<file path="config.mk">
export PLATFORM = sky130hd
export DESIGN_NAME = io_key_sw_port
export DESIGN_NICKNAME = d
export VERILOG_FILES = /design/src/rtl/io_key_sw_port.sv
export SDC_FILE = /design/constraint.sdc
export NUM_CORES = 1
export LEC_CHECK = 0
export CAP_MARGIN = 20
export CORE_UTILIZATION = 40
export DETAILED_ROUTE_END_ITERATION = 10
export PLACE_DENSITY = 0.75
export SYNTH_ARGS = -nofsm -noshare
export SYNTH_HDL_FRONTEND = slang
export SYNTH_SLANG_ARGS = --single-unit
</file>
<file path="constraint.sdc">
create_clock -name clk -period 7.2 [get_ports clk]
set_clock_uncertainty 0.15 [all_clocks]
set_input_delay 1.8 -clock clk [delete_from_list [all_inputs] [get_ports clk]]
set_output_delay 1.8 -clock clk [all_outputs]
set_load 0.01 [all_outputs]
</file>
<file path="src/rtl/io_key_sw_port.sv">
// rtl/io_key_sw_port.sv - memory-mapped key/switch port with debounce and change interrupts (optional IO_KEY_SW_INTR_EN)
`timescale 1ns/1ps
module io_key_sw_port #(
  parameter int DBITS           = 32,
  parameter int DEBOUNCE_CYCLES = 100000
) (
  input  logic             clk,
  input  logic             reset,
  input  logic [DBITS-1:0] addr_in,
  input  logic [DBITS-1:0] data_in,
  input  logic             we_in,
  input  logic             re_in,
  output logic [DBITS-1:0] data_out,
  input  logic [3:0]       key_in,
  input  logic [9:0]       sw_in,
  output logic             intr_out
);

  localparam int CW = $clog2(DEBOUNCE_CYCLES);
  localparam logic [CW-1:0] CNT_MAX = CW'(DEBOUNCE_CYCLES - 1);

  localparam logic [DBITS-1:0] KDATA_A = DBITS'(32'hFFFF_F080);
  localparam logic [DBITS-1:0] KCTRL_A = DBITS'(32'hFFFF_F084);
  localparam logic [DBITS-1:0] SDATA_A = DBITS'(32'hFFFF_F090);
  localparam logic [DBITS-1:0] SCTRL_A = DBITS'(32'hFFFF_F094);

  logic [3:0]    key_s1, key_s2, kdata;
  logic [9:0]    sw_s1, sw_s2, sw_cand, sdata;
  logic [CW-1:0] sw_cnt;
  logic          k_rdy, k_ovr, k_ie;
  logic          s_rdy, s_ovr, s_ie;

  logic sel_kdata, sel_kctrl, sel_sdata, sel_sctrl;
  logic k_evt, s_evt;
  logic unused_data;

  assign sel_kdata = (addr_in == KDATA_A);
  assign sel_kctrl = (addr_in == KCTRL_A);
  assign sel_sdata = (addr_in == SDATA_A);
  assign sel_sctrl = (addr_in == SCTRL_A);

  // Key data follows the synchronized keys every cycle, so any difference is a change.
  assign k_evt = (key_s2 != kdata);
  // Switches publish only once the candidate has been stable for the full window.
  assign s_evt = (sw_cnt == CNT_MAX) && (sw_cand != sdata);

  // Only a few data_in bits are meaningful; fold the rest away.
  assign unused_data = ^data_in;

  // Two-flop synchronizers for the asynchronous board inputs.
  always_ff @(posedge clk or negedge reset) begin
    if (!reset) begin
      key_s1 <= '0;
      key_s2 <= '0;
      sw_s1  <= '0;
      sw_s2  <= '0;
    end else begin
      key_s1 <= key_in;
      key_s2 <= key_s1;
      sw_s1  <= sw_in;
      sw_s2  <= sw_s1;
    end
  end

  // Key data register, reloaded every cycle.
  always_ff @(posedge clk or negedge reset) begin
    if (!reset) kdata <= '0;
    else        kdata <= key_s2;
  end

  // Debounce: restart the count whenever the input moves off the candidate.
  always_ff @(posedge clk or negedge reset) begin
    if (!reset) begin
      sw_cand <= '0;
      sw_cnt  <= '0;
    end else if (sw_s2 != sw_cand) begin
      sw_cand <= sw_s2;
      sw_cnt  <= '0;
    end else if (sw_cnt != CNT_MAX) begin
      sw_cnt <= sw_cnt + 1'b1;
    end
  end

  // Switch data register, updated from a settled candidate.
  always_ff @(posedge clk or negedge reset) begin
    if (!reset)     sdata <= '0;
    else if (s_evt) sdata <= sw_cand;
  end

  // Key status: clears first, then a change event wins; overrun needs a prior Ready.
  always_ff @(posedge clk or negedge reset) begin
    if (!reset) begin
      k_rdy <= 1'b0;
      k_ovr <= 1'b0;
    end else begin
      if (re_in && sel_kdata) k_rdy <= 1'b0;
      if (we_in && sel_kctrl) begin
        if (!data_in[0]) k_rdy <= 1'b0;
        if (!data_in[2]) k_ovr <= 1'b0;
      end
      if (k_evt) begin
        k_rdy <= 1'b1;
        if (k_rdy) k_ovr <= 1'b1;
      end
    end
  end

  // Switch status: same rules as the key status.
  always_ff @(posedge clk or negedge reset) begin
    if (!reset) begin
      s_rdy <= 1'b0;
      s_ovr <= 1'b0;
    end else begin
      if (re_in && sel_sdata) s_rdy <= 1'b0;
      if (we_in && sel_sctrl) begin
        if (!data_in[0]) s_rdy <= 1'b0;
        if (!data_in[2]) s_ovr <= 1'b0;
      end
      if (s_evt) begin
        s_rdy <= 1'b1;
        if (s_rdy) s_ovr <= 1'b1;
      end
    end
  end

`ifdef IO_KEY_SW_INTR_EN
  // Interrupt enables, loaded by any control write.
  always_ff @(posedge clk or negedge reset) begin
    if (!reset) begin
      k_ie <= 1'b0;
      s_ie <= 1'b0;
    end else begin
      if (we_in && sel_kctrl) k_ie <= data_in[8];
      if (we_in && sel_sctrl) s_ie <= data_in[8];
    end
  end

  assign intr_out = (k_rdy & k_ie) | (s_rdy & s_ie);
`else
  assign k_ie     = 1'b0;
  assign s_ie     = 1'b0;
  assign intr_out = 1'b0;
`endif

  // Zero-latency read mux; unselected addresses read zero.
  always_comb begin
    data_out = '0;
    if (sel_kdata) data_out[3:0] = kdata;
    if (sel_sdata) data_out[9:0] = sdata;
    if (sel_kctrl) begin
      data_out[0] = k_rdy;
      data_out[2] = k_ovr;
      data_out[8] = k_ie;
    end
    if (sel_sctrl) begin
      data_out[0] = s_rdy;
      data_out[2] = s_ovr;
      data_out[8] = s_ie;
    end
  end

endmodule

</file>
==> results of run 1 <==
-- power groups by stage --
stage / combinational (W) / sequential [W] / clock, W
final: 0.0000571 / 0.000429 / 0.000296
after detailed placement: 0.0000579 / 0.000438 / 0
after CTS: 0.0000581 / 0.000429 / 0.000307
after global routing: 0.0000635 / 0.000431 / 0.000321
after global placement: 0.0000572 / 0.000437 / 0
after floorplan: 0.0000303 / 0.000436 / 0
-- sequential cells by signal, indices dropped and copies added, names as in the netlist, 4 cells and up --
| register | count |
|---|---|
| key_s2 | 4 |
| key_s1 | 4 |
| sdata | 10 |
| sw_cnt | 17 |
| sw_cand | 10 |
| kdata | 4 |
| sw_s2 | 10 |
| sw_s1 | 10 |
-- metal layers --
metal	share of wire, %	up-vias	wire [um]	GRT usage [%]
li1	-	1000	-	-
met4	1.8	0	100	7.28
met1	46	1024	2530	18.6
met3	5.9	9	328	4.02
met5	0	-	0	0
met2	46	72	2560	23.1
-- kinds of logic (layout without fill, tap and decap cells) --
logic type | Yosys count | count (layout)
AND/OR/NAND/NOR | 86 | 86
flip-flops | 73 | 73
buffers and inverters | 44 | 83
XOR/XNOR | 34 | 34
AO/OA/AOI/OAI | 15 | 15
multiplexers | 15 | 15
adder cells (fa/ha/maj) | 1 | 1
other | 1 | 23
-- metrics by stage --
step / setup WS [ns] / power (W) / utilization [%] / hold WS (ns) / area [sq um]
floorplan: 2.21 / 0.000466 / - / 0.181 / 3270
global placement: 0.921 / 0.000494 / 48.8 / 0.183 / 3770
detailed placement: 0.936 / 0.000495 / 48.8 / 0.185 / 3770
CTS: 0.932 / 0.000795 / 51.3 / 0.201 / 3960
global route: 0.806 / 0.000816 / 51.3 / 0.202 / 3960
finish: 0.934 / 0.000782 / 51.3 / 0.199 / 3960
-- cell type report --
class	count	area share, %
inverter	5	0.474
sequential	73	46.1
multi-input combinational	174	29.9
clock inverter	5	0.979
tap	102	3.22
timing repair buffer	62	15.5
clock buffer	11	3.82
-- worst register-to-register path, stage by stage (launching register included) --
cell and delay (ns):
dfrtp_1 0.40, ha_1 0.25, and4_1 0.26, and4_1 0.73, mux2_2 0.41
-- Yosys cell counts (10+ instances only) --
| library cell | instances |
|---|---|
| and4_1 | 10 |
| xor2_1 | 13 |
| nand4_1 | 12 |
| dfrtp_1 | 73 |
| nand2_1 | 10 |
| xnor2_1 | 21 |
| clkbuf_1 | 13 |
| buf_4 | 23 |
| nor2_1 | 17 |
| mux2_2 | 10 |
| nor4_1 | 10 |
-- how the worst min path moves through the flow --
stage | from | end | slack, ns | depth (start not counted)
after global routing | sw_s1[8] | sw_s2[8] | 0.20 | 0
final | sw_s1[8] | sw_s2[8] | 0.20 | 0
after global placement | sw_s1[4] | sw_s2[4] | 0.18 | 0
after CTS | sw_s1[8] | sw_s2[8] | 0.20 | 0
after floorplan | key_s1[0] | key_s2[0] | 0.18 | 0
after detailed placement | sw_s1[0] | sw_s2[0] | 0.18 | 0
==> results by group, run 1 <==
Placed design
  • RePlAce Congestion: 0.767
  • Port-buffer cells: 61
  • Cells after DPL: 416
  • Detailed placement HPWL: 3.94 mm

Logic synthesis
  • Sequential area share after synthesis: 57.4%
  • Top FF cell, synth: dfrtp_1
  • Multiplexer share of the synthesized area: 5.89%
  • Post-synthesis cell type with the largest combined area: dfrtp_1
  • Largest cells by area after synthesis: dfrtp_1 57%, xnor2_1 5.8%, buf_4 5.4%
  • Post-Synth XOR/XNOR Area: 9.35%
  • Yosys cell types: 38
  • Ys async rst share: 100%
  • Syn_area_per_cell: 11.8 sq um
  • Synth top area share: 57.4%
  • Post-synthesis compound-gate area fraction: 3.06%
  • Simple-gate share of the synthesized area: 15.8%
  • Syn Inst Count: 269
  • Synth Area in Adders: 0.393%
  • Main combinational cell family by area after synthesis: simple AND/OR/NAND/NOR gates
  • Ys Warns: 0
  • Mapped cell area: 3180 sq um
  • Number of flops mapped to enable cells by yosys: 0
  • Yosys reg bits: 73

Drt
  • DRT Pass-1 Iters: 4
  • DRC violation count after routing: 0
  • Drt first-iter violations: 109
  • Mean routed wirelength per cell: 12.8 um
  • WL final: 5.52 mm
  • Final ANT Viol Nets: 0
  • Vias per inst: 4.87
  • DR vias: 2105

Clock tree
  • TritonCTS buffer count: 9
  • Post-CTS Resized: 0
  • Max Root-Sink Buffers: 2
  • Clk root buf: clkbuf_8
  • Clock Pin Slew Worst Setup and Hold Paths: 0.07 ns
  • CTS H-tree depth: 3
  • Clk Latency, worst-skew pair: 0.34 ns
  • CTS sink cnt: 73
  • Setup Buffers After CTS: 0
  • Hold-fix buffers, CTS: 0
  • TritonCTS clock tree: built

Critical path
  • Crit path max-delay family: simple AND/OR/NAND/NOR gates
  • Critical Path, Cell by Cell: clkdlybuf4s50_1 -> nand4_1 -> or4_1 -> nor2_1 -> and4_1 -> clkdlybuf4s50_1
  • Worst setup startpoint: addr_in[25]
  • Reg2reg path depth: 4
  • CP max stage delay: 0.68 ns
  • Crit path max fanout: 8
  • Crit. path cell count: 6
  • Reg-to-reg slack, setup: 4.89 ns
  • WS Path Type: input port to output pin
  • Crit path top cell by count: clkdlybuf4s50_1
  • Critical Path Sink: data_out[4]
  • Worst Path Required: 5.25 ns
  • Worst Path Arrival: 4.32 ns
  • CP Launch Type: input port
  • Critical path buffers and inverters: 2
  • CP endpoint kind: output pin
  • Reg2reg end: sdata[7]
  • Max stage delay cell, worst path: or4_1
  • Worst reg2reg startpoint: sw_cnt[0]

Cells and area
  • Most common cell after layout, fill and taps aside: dfrtp_1
  • Commonest non-fill, non-tap cells in the layout: 73 x dfrtp_1, 60 x clkdlybuf4s50_1, 23 x conb_1
  • # diodes: 0
  • Multi-input gate area: 1180 sq um
  • Final cell count without fillers: 432
  • Final nets: 408
  • Filler cell count in the final layout: 676
  • Layout cells sized above 1: 9.70%
  • Area Growth Syn to Fin: 24.4%
  • Reg area: 1830 sq um

Power and ir drop
  • Leak: 1.59 nW
  • Sw Pwr: 0.000182 W
  • Comb power frac: 7.3%
  • Pint: 0.000600 W
  • Pwr dens: 197 nW/um^2
  • Maximum vdd drop: 0.152 mV
  • Flop pwr share: 54.9%
  • Clock network power share: 37.8%
  • Switching portion of total power: 23.3%

STA
  • Final count of negative-setup-slack endpoints: 0
  • Final hold violations: 0
  • RSZ-0062 raised after global routing: false
  • Setup TNS: 0 ns
  • Post-layout min period: 6.27 ns
  • Fin. max-slew vios: 0
  • Relative slew margins: 40.5%
  • Worst slew pin tran: 0.892 ns
  • Tcrit/Tclk final: 87.0%
  • Peak Freq: 0.160 GHz

Die
  • Starting Density: 41.2%
  • Die Ht: 91.2 um
  • IO Pins: 115
  • Core ar.: 7730 sq um
  • Full die area: 8320 sq um
  • Row cnt: 32
  • Die X: 91.2 um

GRT
  • First-pass GRT wire length: 9.43 mm
  • Initial antenna violation count: 0
  • Vias in the first global route: 2103
  • GRT Total Usage: 14.7%
  • Final global-route overflow total: 0
  • Largest net degree at the start of global routing: 74

Hold path
  • Min-delay worst type: flip-flop to flip-flop

Run status
  • Outcome: finished clean

Flow run
  • Maxcap violations: 0
(Power assumes the default switching activity.)
==> run 2, diff against run 1 <==
--- a/config.mk
+++ b/config.mk
@@ -10,4 +10,5 @@
 export DETAILED_ROUTE_END_ITERATION = 10
 export PLACE_DENSITY = 0.75
+export SLEW_MARGIN = 20
 export SYNTH_ARGS = -nofsm -noshare
 export SYNTH_HDL_FRONTEND = slang
==> constraint.sdc (replaced) <==
create_clock -name clk -period 7.2 [get_ports clk]
set_clock_uncertainty 0.15 [all_clocks]
set_input_delay 1.44 -clock clk [delete_from_list [all_inputs] [get_ports clk]]
set_output_delay 1.44 -clock clk [all_outputs]
set_load 0.01 [all_outputs]
==> results by group, run 2 (synthesis results as in run 1) <==
Clock tree
  • CTS sink cnt: 73 (unchanged)
  • Clk root buf: clkbuf_8
  • TritonCTS clock tree: built
  • Clock Pin Slew Worst Setup and Hold Paths: 0.08 ns (about the same)
  • Setup Buffers After CTS: 0 (unchanged)
  • TritonCTS buffer count: 9 (unchanged)
  • CTS H-tree depth: 3 (unchanged)
  • Hold-fix buffers, CTS: 0 (unchanged)
  • Clk Latency, worst-skew pair: 0.35 ns (about the same)
  • Max Root-Sink Buffers: 2 (unchanged)
  • Post-CTS Resized: 0 (unchanged)

STA
  • Relative slew margins: 40.3% (-0.19 points)
  • Worst slew pin tran: 0.895 ns (+0.00291 ns)
  • Peak Freq: 0.179 GHz (+12%)
  • Final WS setup: 1.61 ns (+0.676 ns)
  • Tcrit/Tclk final: 77.7% (-9.4 points)
  • RSZ-0062 raised after global routing: false
  • Setup TNS: 0 ns (unchanged)
  • Final hold violations: 0 (unchanged)
  • Post-layout min period: 5.59 ns (-0.676 ns)
  • Final count of negative-setup-slack endpoints: 0 (unchanged)
  • Fin. max-slew vios: 0 (unchanged)

Hold path
  • Hold path depth: 0 (unchanged)
  • Worst hold start: sw_s1[6]
  • Hold worst-path end: sw_s2[6]
  • Min-delay worst type: flip-flop to flip-flop

Drt
  • DR vias: 2114 (+0.43%)
  • WL final: 5.72 mm (+3.7%)
  • Vias per inst: 4.89 (+0.43%)
  • Mean routed wirelength per cell: 13.2 um (+3.7%)
  • DRT Pass-1 Iters: 4 (unchanged)
  • Drt first-iter violations: 105 (-3.7%)
  • DRC violation count after routing: 0 (unchanged)
  • Final ANT Viol Nets: 0 (unchanged)

Die
  • Die Ht: 91.2 um (unchanged)
  • Row cnt: 32 (unchanged)
  • Full die area: 8320 sq um (unchanged)
  • Starting Density: 41.2% (unchanged)
  • Core ar.: 7730 sq um (unchanged)
  • IO Pins: 115 (unchanged)
  • Die X: 91.2 um (unchanged)

Placed design
  • RePlAce Congestion: 0.767 (unchanged)
  • Dpl cell area: 3770 sq um (unchanged)
  • Detailed placement HPWL: 4.00 mm (+1.4%)
  • Port-buffer cells: 61 (unchanged)
  • Cells after DPL: 416 (unchanged)
  • Pre-CTS WS: 1.63 ns (+0.697 ns)

GRT
  • First-pass GRT wire length: 9.36 mm (-0.73%)
  • Vias in the first global route: 2092 (-0.52%)
  • Final global-route overflow total: 0 (unchanged)
  • Largest net degree at the start of global routing: 74 (unchanged)
  • Initial antenna violation count: 0 (unchanged)
  • GRT Total Usage: 14.7% (+0.034 points)

Cells and area
  • Final nets: 408 (unchanged)
  • Layout cells sized above 1: 9.70% (unchanged)
  • Final cell count without fillers: 432 (unchanged)
  • Commonest non-fill, non-tap cells in the layout: 73 x dfrtp_1, 60 x clkdlybuf4s50_1, 23 x conb_1
  • Biggest register: sw_cnt
  • Most common cell after layout, fill and taps aside: dfrtp_1
  • Filler cell count in the final layout: 688 (+1.8%)
  • Post-layout instance area: 3970 sq um (+0.32%)
  • # diodes: 0 (unchanged)
  • Area Growth Syn to Fin: 24.8%
  • Max FFs per register: 17 (unchanged)

Run status
  • Outcome: finished clean

Critical path
  • Crit path top cell by count: clkdlybuf4s50_1
  • Worst setup startpoint: addr_in[22]
  • CP Launch Type: input port
  • Critical path buffers and inverters: 2 (unchanged)
  • Worst reg2reg startpoint: sw_cnt[0]
  • Worst Path Arrival: 4.00 ns (-0.32 ns)
  • Worst Path Required: 5.61 ns (+0.36 ns)
  • Crit path max-delay family: simple AND/OR/NAND/NOR gates
  • Max stage delay cell, worst path: or4_1
  • CP endpoint kind: output pin
  • CP max stage delay: 0.69 ns (about the same)
  • WS Path Type: input port to output pin
  • Reg-to-reg slack, setup: 4.90 ns (about the same)
  • Reg2reg path depth: 4 (unchanged)
  • Crit path max fanout: 8 (unchanged)
  • Critical Path, Cell by Cell: clkdlybuf4s50_1 -> nand4_1 -> or4_1 -> nor2_1 -> and4_1 -> clkdlybuf4s50_1
  • Reg2reg end: sdata[7]

Power and ir drop
  • Maximum vdd drop: 0.145 mV (-4.2%)
  • Pwr dens: 204 nW/um^2 (+3.1%)
  • Leak: 1.61 nW (+1.3%)

Flow run
  • Maxcap violations: 0 (unchanged)
==> run 2: cell count changes in the layout (fill, tap and decap cells not counted) <==
cell,before,now
clkinvlp_4,4,0
clkinv_4,0,3
clkbuf_8,11,9
bufinv_16,0,1
clkinv_2,0,1
inv_6,1,2
==> run 2: how the worst max path moves through the flow <==
stage	end	slack [ns]	cells after the start
after CTS	data_out[4]	1.63	6
after floorplan	data_out[4]	2.93	5
final	data_out[4]	1.61	6
after global placement	data_out[7]	1.64	6
after detailed placement	data_out[8]	1.63	6
after global routing	data_out[7]	1.52	6
==> run 2: layer usage <==
| layer | up-vias | routed length, um | part of all wire (%) | track usage (%) |
|---|---|---|---|---|
| met5 | - | 0 | 0 | 0 |
| met4 | 0 | 135 | 2.4 | 8.73 |
| met3 | 11 | 370 | 6.5 | 3.43 |
| met2 | 83 | 2600 | 46 | 23.1 |
| met1 | 1019 | 2610 | 46 | 18.5 |
| li1 | 1001 | - | - | - |
==> run 2: report_power, final <==
| group | switching, W | internal, W |
|---|---|---|
| logic | 0.0000241 | 0.0000333 |
| clock network | 0.000159 | 0.000163 |
| registers | 0.00000790 | 0.000422 |
| total | 0.000191 | 0.000618 |
==> run 2: final cells by class <==
type	instances	area [sq um]	area share (%)
sequential	73	1830	46.0
clock buffer	9	124	3.12
tap	102	128	3.21
timing repair buffer	62	613	15.4
inverter	5	18.8	0.472
multi-input combinational	174	1180	29.8
clock inverter	7	78.8	1.98
==> run 2: metrics by stage <==
stage	hold slack [ns]	power, W	util [%]
2_1_floorplan	0.181	0.000466	-
3_5_place_dp	0.185	0.000496	48.8
4_1_cts	0.202	0.000819	51.4
5_1_grt	0.205	0.000842	51.4
3_3_place_gp	0.183	0.000494	48.8
6_report	0.200	0.000809	51.4
